===== src/rtl/slip_tx_encoder.sv =====
// SLIP transmit encoder: frames a raw byte stream with 0xC0 delimiters and
// escapes in-band 0xC0/0xDB, feeding one registered byte to the UART TX.
//
// Ports:
//   clk, rst             clock, synchronous active-high reset
//   slip_start/slip_end  one-cycle frame open/close pulses (not handshaked)
//   slip_data/valid/ready raw byte input, valid/ready handshake
//   tx_data/valid/ready  encoded byte output, valid/ready handshake
//   frames_sent          trailing delimiters delivered (wraps)
//   err_orphan           sticky: byte accepted outside any frame
module slip_tx_encoder #(
  parameter bit LEAD_DELIM = 1'b1,
  parameter int CNT_W      = 16
) (
  input  logic             clk,
  input  logic             rst,
  input  logic             slip_start,
  input  logic             slip_end,
  input  logic [7:0]       slip_data,
  input  logic             slip_valid,
  output logic             slip_ready,
  output logic [7:0]       tx_data,
  output logic             tx_valid,
  input  logic             tx_ready,
  output logic [CNT_W-1:0] frames_sent,
  output logic             err_orphan
);

  localparam logic [7:0] END_B = 8'hC0;
  localparam logic [7:0] ESC_B = 8'hDB;
  localparam logic [7:0] ESC_END = 8'hDC;
  localparam logic [7:0] ESC_ESC = 8'hDD;

  logic             out_valid, out_valid_n;
  logic [7:0]       out_data, out_data_n;
  logic             out_is_end, out_is_end_n;
  logic             esc_pend, esc_pend_n;
  logic [7:0]       esc_code, esc_code_n;
  logic             start_pend, start_pend_n;
  logic             end_pend, end_pend_n;
  logic             in_frame, in_frame_n;
  logic [CNT_W-1:0] frames_q, frames_n;
  logic             orphan_q, orphan_n;

  logic load_en;
  logic accept;
  logic special;

  // The tx register is free when empty or being drained this cycle.
  assign load_en = !out_valid || tx_ready;

  // Input is only taken when nothing generated internally is waiting.
  assign slip_ready = !rst && !esc_pend && !end_pend
                    && !start_pend && load_en;

  assign accept  = slip_valid && slip_ready;
  assign special = (slip_data == END_B) || (slip_data == ESC_B);

  assign tx_data     = out_data;
  assign tx_valid    = out_valid;
  assign frames_sent = frames_q;
  assign err_orphan  = orphan_q;

  always_comb begin
    out_valid_n  = out_valid;
    out_data_n   = out_data;
    out_is_end_n = out_is_end;
    esc_pend_n   = esc_pend;
    esc_code_n   = esc_code;
    start_pend_n = start_pend;
    end_pend_n   = end_pend;
    in_frame_n   = in_frame;
    frames_n     = frames_q;
    orphan_n     = orphan_q;

    if (load_en) begin
      unique case (1'b1)
        esc_pend: begin
          out_valid_n  = 1'b1;
          out_data_n   = esc_code;
          out_is_end_n = 1'b0;
          esc_pend_n   = 1'b0;
        end
        !esc_pend && end_pend: begin
          out_valid_n  = 1'b1;
          out_data_n   = END_B;
          out_is_end_n = 1'b1;
          end_pend_n   = 1'b0;
        end
        !esc_pend && !end_pend && start_pend: begin
          out_valid_n  = 1'b1;
          out_data_n   = END_B;
          out_is_end_n = 1'b0;
          start_pend_n = 1'b0;
        end
        accept: begin
          out_valid_n  = 1'b1;
          out_is_end_n = 1'b0;
          if (special) begin
            out_data_n = ESC_B;
            esc_pend_n = 1'b1;
            esc_code_n = (slip_data == END_B) ? ESC_END : ESC_ESC;
          end else begin
            out_data_n = slip_data;
          end
        end
        default: begin
          out_valid_n  = 1'b0;
          out_is_end_n = 1'b0;
        end
      endcase
    end

    // Pulses are sampled every cycle; a new pulse wins over a clear.
    if (slip_end)
      end_pend_n = 1'b1;
    if (slip_start && LEAD_DELIM)
      start_pend_n = 1'b1;

    // Start on the same cycle as end means the new frame is open.
    if (slip_start)
      in_frame_n = 1'b1;
    else if (slip_end)
      in_frame_n = 1'b0;

    if (accept && !in_frame)
      orphan_n = 1'b1;

    if (out_valid && tx_ready && out_is_end)
      frames_n = frames_q + CNT_W'(1);
  end

  always_ff @(posedge clk) begin
    if (rst) begin
      out_valid  <= 1'b0;
      out_data   <= 8'h00;
      out_is_end <= 1'b0;
      esc_pend   <= 1'b0;
      esc_code   <= 8'h00;
      start_pend <= 1'b0;
      end_pend   <= 1'b0;
      in_frame   <= 1'b0;
      frames_q   <= '0;
      orphan_q   <= 1'b0;
    end else begin
      out_valid  <= out_valid_n;
      out_data   <= out_data_n;
      out_is_end <= out_is_end_n;
      esc_pend   <= esc_pend_n;
      esc_code   <= esc_code_n;
      start_pend <= start_pend_n;
      end_pend   <= end_pend_n;
      in_frame   <= in_frame_n;
      frames_q   <= frames_n;
      orphan_q   <= orphan_n;
    end
  end

endmodule

===== config.mk =====
export PLATFORM = sky130hd
export DESIGN_NAME = slip_tx_encoder
export DESIGN_NICKNAME = d
export VERILOG_FILES = /design/src/rtl/slip_tx_encoder.sv
export SDC_FILE = /design/constraint.sdc
export NUM_CORES = 1
export LEC_CHECK = 0
export CAP_MARGIN = 20
export CORE_MARGIN = 1.5
export CORE_UTILIZATION = 50
export CTS_CLUSTER_DIAMETER = 60
export DETAILED_ROUTE_END_ITERATION = 16
export PLACE_DENSITY = 0.87
export SYNTH_ARGS = -nofsm -noshare
export SYNTH_HDL_FRONTEND = slang
export SYNTH_SLANG_ARGS = --single-unit

===== constraint.sdc =====
create_clock -name clk -period 5.2 [get_ports clk]
set_clock_uncertainty 0.2 [all_clocks]
set_input_delay 1.04 -clock clk [delete_from_list [all_inputs] [get_ports clk]]
set_output_delay 1.04 -clock clk [all_outputs]
set_load 0.01 [all_outputs]

### Word-level counts from Yosys, hierarchy flattened

Cells that the tools add are included.

| cells by class | value |
|---|---|
| add/subtract/negate cells | 1 |
| $mul | 0 |
| div/mod/pow operators | 0 |
| $lt $le $gt $ge | 0 |
| equality and inequality tests | 2 |
| shift-type cells | 0 |
| muxes and demuxes | 15 |
| bitwise logic cells | 0 |
| reduce and logical (&&, ||, !) cells | 31 |

Operators with widths:

| kind | count |
|---|---|
| $pmux 8 s3 | 1 |
| $add 16x1->16 const B | 1 |
| $eq 8x8->1 const B | 2 |
| $mux 1 | 13 |
| $logic_and 1x1->1 | 11 |
| $reduce_bool 2->1 | 5 |
| $mux 8 | 1 |
| $logic_not 1->1 | 6 |
| $reduce_and 2->1 | 3 |
| $reduce_or 4->1 | 1 |
| $reduce_and 3->1 | 1 |
| $reduce_bool 3->1 | 1 |
| $logic_or 1x1->1 | 2 |
| $reduce_or 2->1 | 1 |

| word-level totals | value |
|---|---|
| flip-flop bits (word level) | 39 |
| bits in latches | 0 |
| bits in writable memories | 0 |
| ROM bits | 0 |
| output and inout port bits | 27 |
| memories kept | 0 |

### Logic depth before layout (Yosys ltp)

| depth | value |
|---|---|
| depth in word-level cells | 8 |
| depth in mapped cells | 6 |
| depth with buffers taken out | 5 |

### Least setup slack after synthesis

Ideal clock, no wire load.

| timing path | value |
|---|---|
| kind | input -> output |
| start point | in tx_ready |
| end point | out slip_ready |
| data arrival time | 1,755 ps |
| data required time | 3,960 ps |
| slack | 2,205 ps |
| cell stages on the path | 3 |
| cell sequence | and2b_2 > clkbuf_1 > nor3_1 |

| between the ends | value |
|---|---|
| longest elaborated chain between the ends | 2 |

RTL lines:

| item | line | text |
|---|---|---|
| start, declared | 24 | `input logic tx_ready,` |
| $logic_or 1x1->1 | 50 | `assign load_en = !out_valid \|\| tx_ready;` |
| $logic_and 1x1->1 | 54 | `&& !start_pend && load_en;` |
| end, declared | 21 | `output logic slip_ready,` |

No other way between the ends.

### Final worst setup path

Ends and elaborated chain as after synthesis.

==> results.toml <==
[timing]
clock.fmax_mhz = 255
period_share = 0.754
slew_violations = 0
final-setup-viol-count = 0
max-slew-margin-rel = 0.483
finalHoldViolCount = 0
rsz0062_at_grt = "no"
fin_crit_ns = 3.92
worstMarginPinSlew_ns = 0.768
finalSetupTns_ns = 0
setup_slack_ns = 1.28

[critical_path]
reg2reg_slack_ns = 3.00
critPathKind = "in2out"
rr_startpoint = "tx_valid"
worstReg2RegEnd = "frames_sent[11]"
crit_path_start_kind = "input port"
worstRegToRegCells = 4
cp.required_ns = 3.96
worstPathArrival_ns = 2.68
path_max_fanout = 11
worst_setup_path_end_kind = "primary output"

[logic_synthesis]
yosysSeqAreaShare = 0.448
synth_nets = 186
synth-seq-cells = 33
synth_edf_count = 0
yosys.area.top_type_share = 0.448
synth_cell_type_count = 42
synth.area.top_cells = "dfxtp_1 (45%), a21oi_1 (6.8%), nor2_1 (4.6%)"
async_flop_share = 0
syn_area_per_cell_sq_um = 8.63
synth_area_leader_cell = "dfxtp_1"
netlist_area_sq_um = 1480
postSynthCellCount = 171
synth_ff_type = "dfxtp_1"
yosysWarnings = 0

[hold_path]
hp-class = "reg2reg"
min_from = "tx_data[1]"
hold_end = "tx_data[1]"
whs_path_depth = 2

[global_routing]
grt_pass1_vias = 1267
grtUsageMet1 = 0.285
met2_usage = 0.374
grt_pass1_wl_um = 5800
antenna_found_initial = 0
grt_max_degree = 37
overflow = 0
grt.met3_usage = 0.0794
grtUsageTotal = 0.231
grt_busiest_layer = "met2"

[clock_network]
holdBufCountCts = 0
tritoncts = "done"
cts_root_buf = "clkbuf_4"
cts_buffers = 5
clk_latency_ns = 0.34
cts_buffer_depth = 2
clk_pin_slew_ns = 0.10
ctsResizeCount = 0
ctsHtreeMaxLevel = 2
cts_setup_buffers = 0
cts_num_sinks = 33

[place]
dpl_worst_slack_ns = 1.25
postPlaceCellArea_sq_um = 1890
gp_congestion = 0.825
dp_hpwl_um = 2450
port_buffers = 40

[routing]
dr.pass1.iters = 5
drcViolationCount = 0
drtAntennaViolNets = 0
via_per_inst = 5.59
wire_per_inst_um = 13.9
drtIter0Drc = 36
routed_wl_um = 3400
vias = 1363

[final_layout]
fin_nets = 227
regArea_sq_um = 661
syn2layout_area_growth_pct = 33.2
design_area_sq_um = 1960
diodes = 0
multi_input_area_sq_um = 757
drive_above_1_share = 0.0986
final_common_cell = "clkdlybuf4s50_1"
mostFrequentLayoutCells = "clkdlybuf4s50_1 (40), dfxtp_1 (33), a21oi_1 (20)"
nFillCells = 213

[floorplanning]
boundaryPins = 41
core.rowCount = 19
die_h_um = 57.3
die_area_sq_um = 3290
dieWidth_um = 57.3
start_util = 0.530
core_sq_um = 2780

[power]
p_leak_nw = 0.710
power_density_nw_per_um2 = 249
ir_drop_uv = 199

[run]
cap_violations = 0

[run_status]
outcome = "complete, no violations"
cell families after synthesis:
group,synth area share
compound gates,0.158
xor+xnor,0.0416
fa+ha+maj,0.00848
buf+inv,0.0390
flops,0.448
mux,0.0297
simple gates,0.276
registers in the layout, summed over array words and instances (netlist names):
signal	flops
esc_code	2
start_pend	1
err_orphan	1
tx_valid	1
in_frame	1
tx_data	8
out_is_end	1
end_pend	1
frames_sent	16
esc_pend	1
per-stage QoR:
stage                     utilization  cells  total power, mW  hold WS (ns)
after floorplan                     -    171            0.299         0.246
after global placement          0.681    236            0.328         0.259
after detailed placement        0.681    236            0.330         0.266
after CTS                       0.706    244            0.492         0.284
after global routing            0.706    244            0.513         0.304
final                           0.706    244            0.490         0.282
synthesized netlist by cell type (2+ instances only):
cell	instances
xnor2_1	2
or4_1	3
inv_1	8
clkbuf_1	5
and3_1	2
dfxtp_1	33
o21ai_0	9
nor2b_1	3
or3_1	5
nor3_1	5
o221a_2	2
xor2_1	5
a21oi_1	20
nand3_1	6
nand2b_1	4
nor2_1	18
nand4_1	5
mux2_2	3
nand2_1	10
worst max-delay path, cell delays in order:
cell and delay, ns:
clkdlybuf4s50_1 0.57, and2b_2 0.33, nor3_1 0.19, clkdlybuf4s50_1 0.56
worst max path at each step:
stage	startpoint	end	slack, ns	cells after the start
3_3_place_gp	tx_ready	slip_ready	1.30	4
5_1_grt	tx_ready	slip_ready	1.19	4
3_5_place_dp	tx_ready	slip_ready	1.25	4
2_1_floorplan	tx_ready	slip_ready	2.21	3
4_1_cts	tx_ready	slip_ready	1.25	4
6_report	tx_ready	slip_ready	1.28	4
metal layers:
layer / share of wire / up-vias
met1: 0.44 / 635
met4: 0.017 / 0
met5: 0 / -
met3: 0.044 / 6
li1: - / 690
met2: 0.50 / 32
report_power, final:
| group | switching [mW] | total [mW] | internal, mW |
|---|---|---|---|
| clock network | 0.0864 | 0.165 | 0.0783 |
| registers | 0.00589 | 0.266 | 0.261 |
| logic | 0.0277 | 0.0584 | 0.0307 |
| total | 0.120 | 0.490 | 0.370 |
layout make-up:
| cell class | count | share of cell area |
|---|---|---|
| tap | 31 | 0.0197 |
| multi-input combinational | 123 | 0.385 |
| clock inverter | 1 | 0.00255 |
| sequential | 33 | 0.336 |
| timing repair buffer | 41 | 0.208 |
| inverter | 8 | 0.0153 |
| clock buffer | 7 | 0.0331 |
No activity file was read; power rests on OpenSTA's default activity.
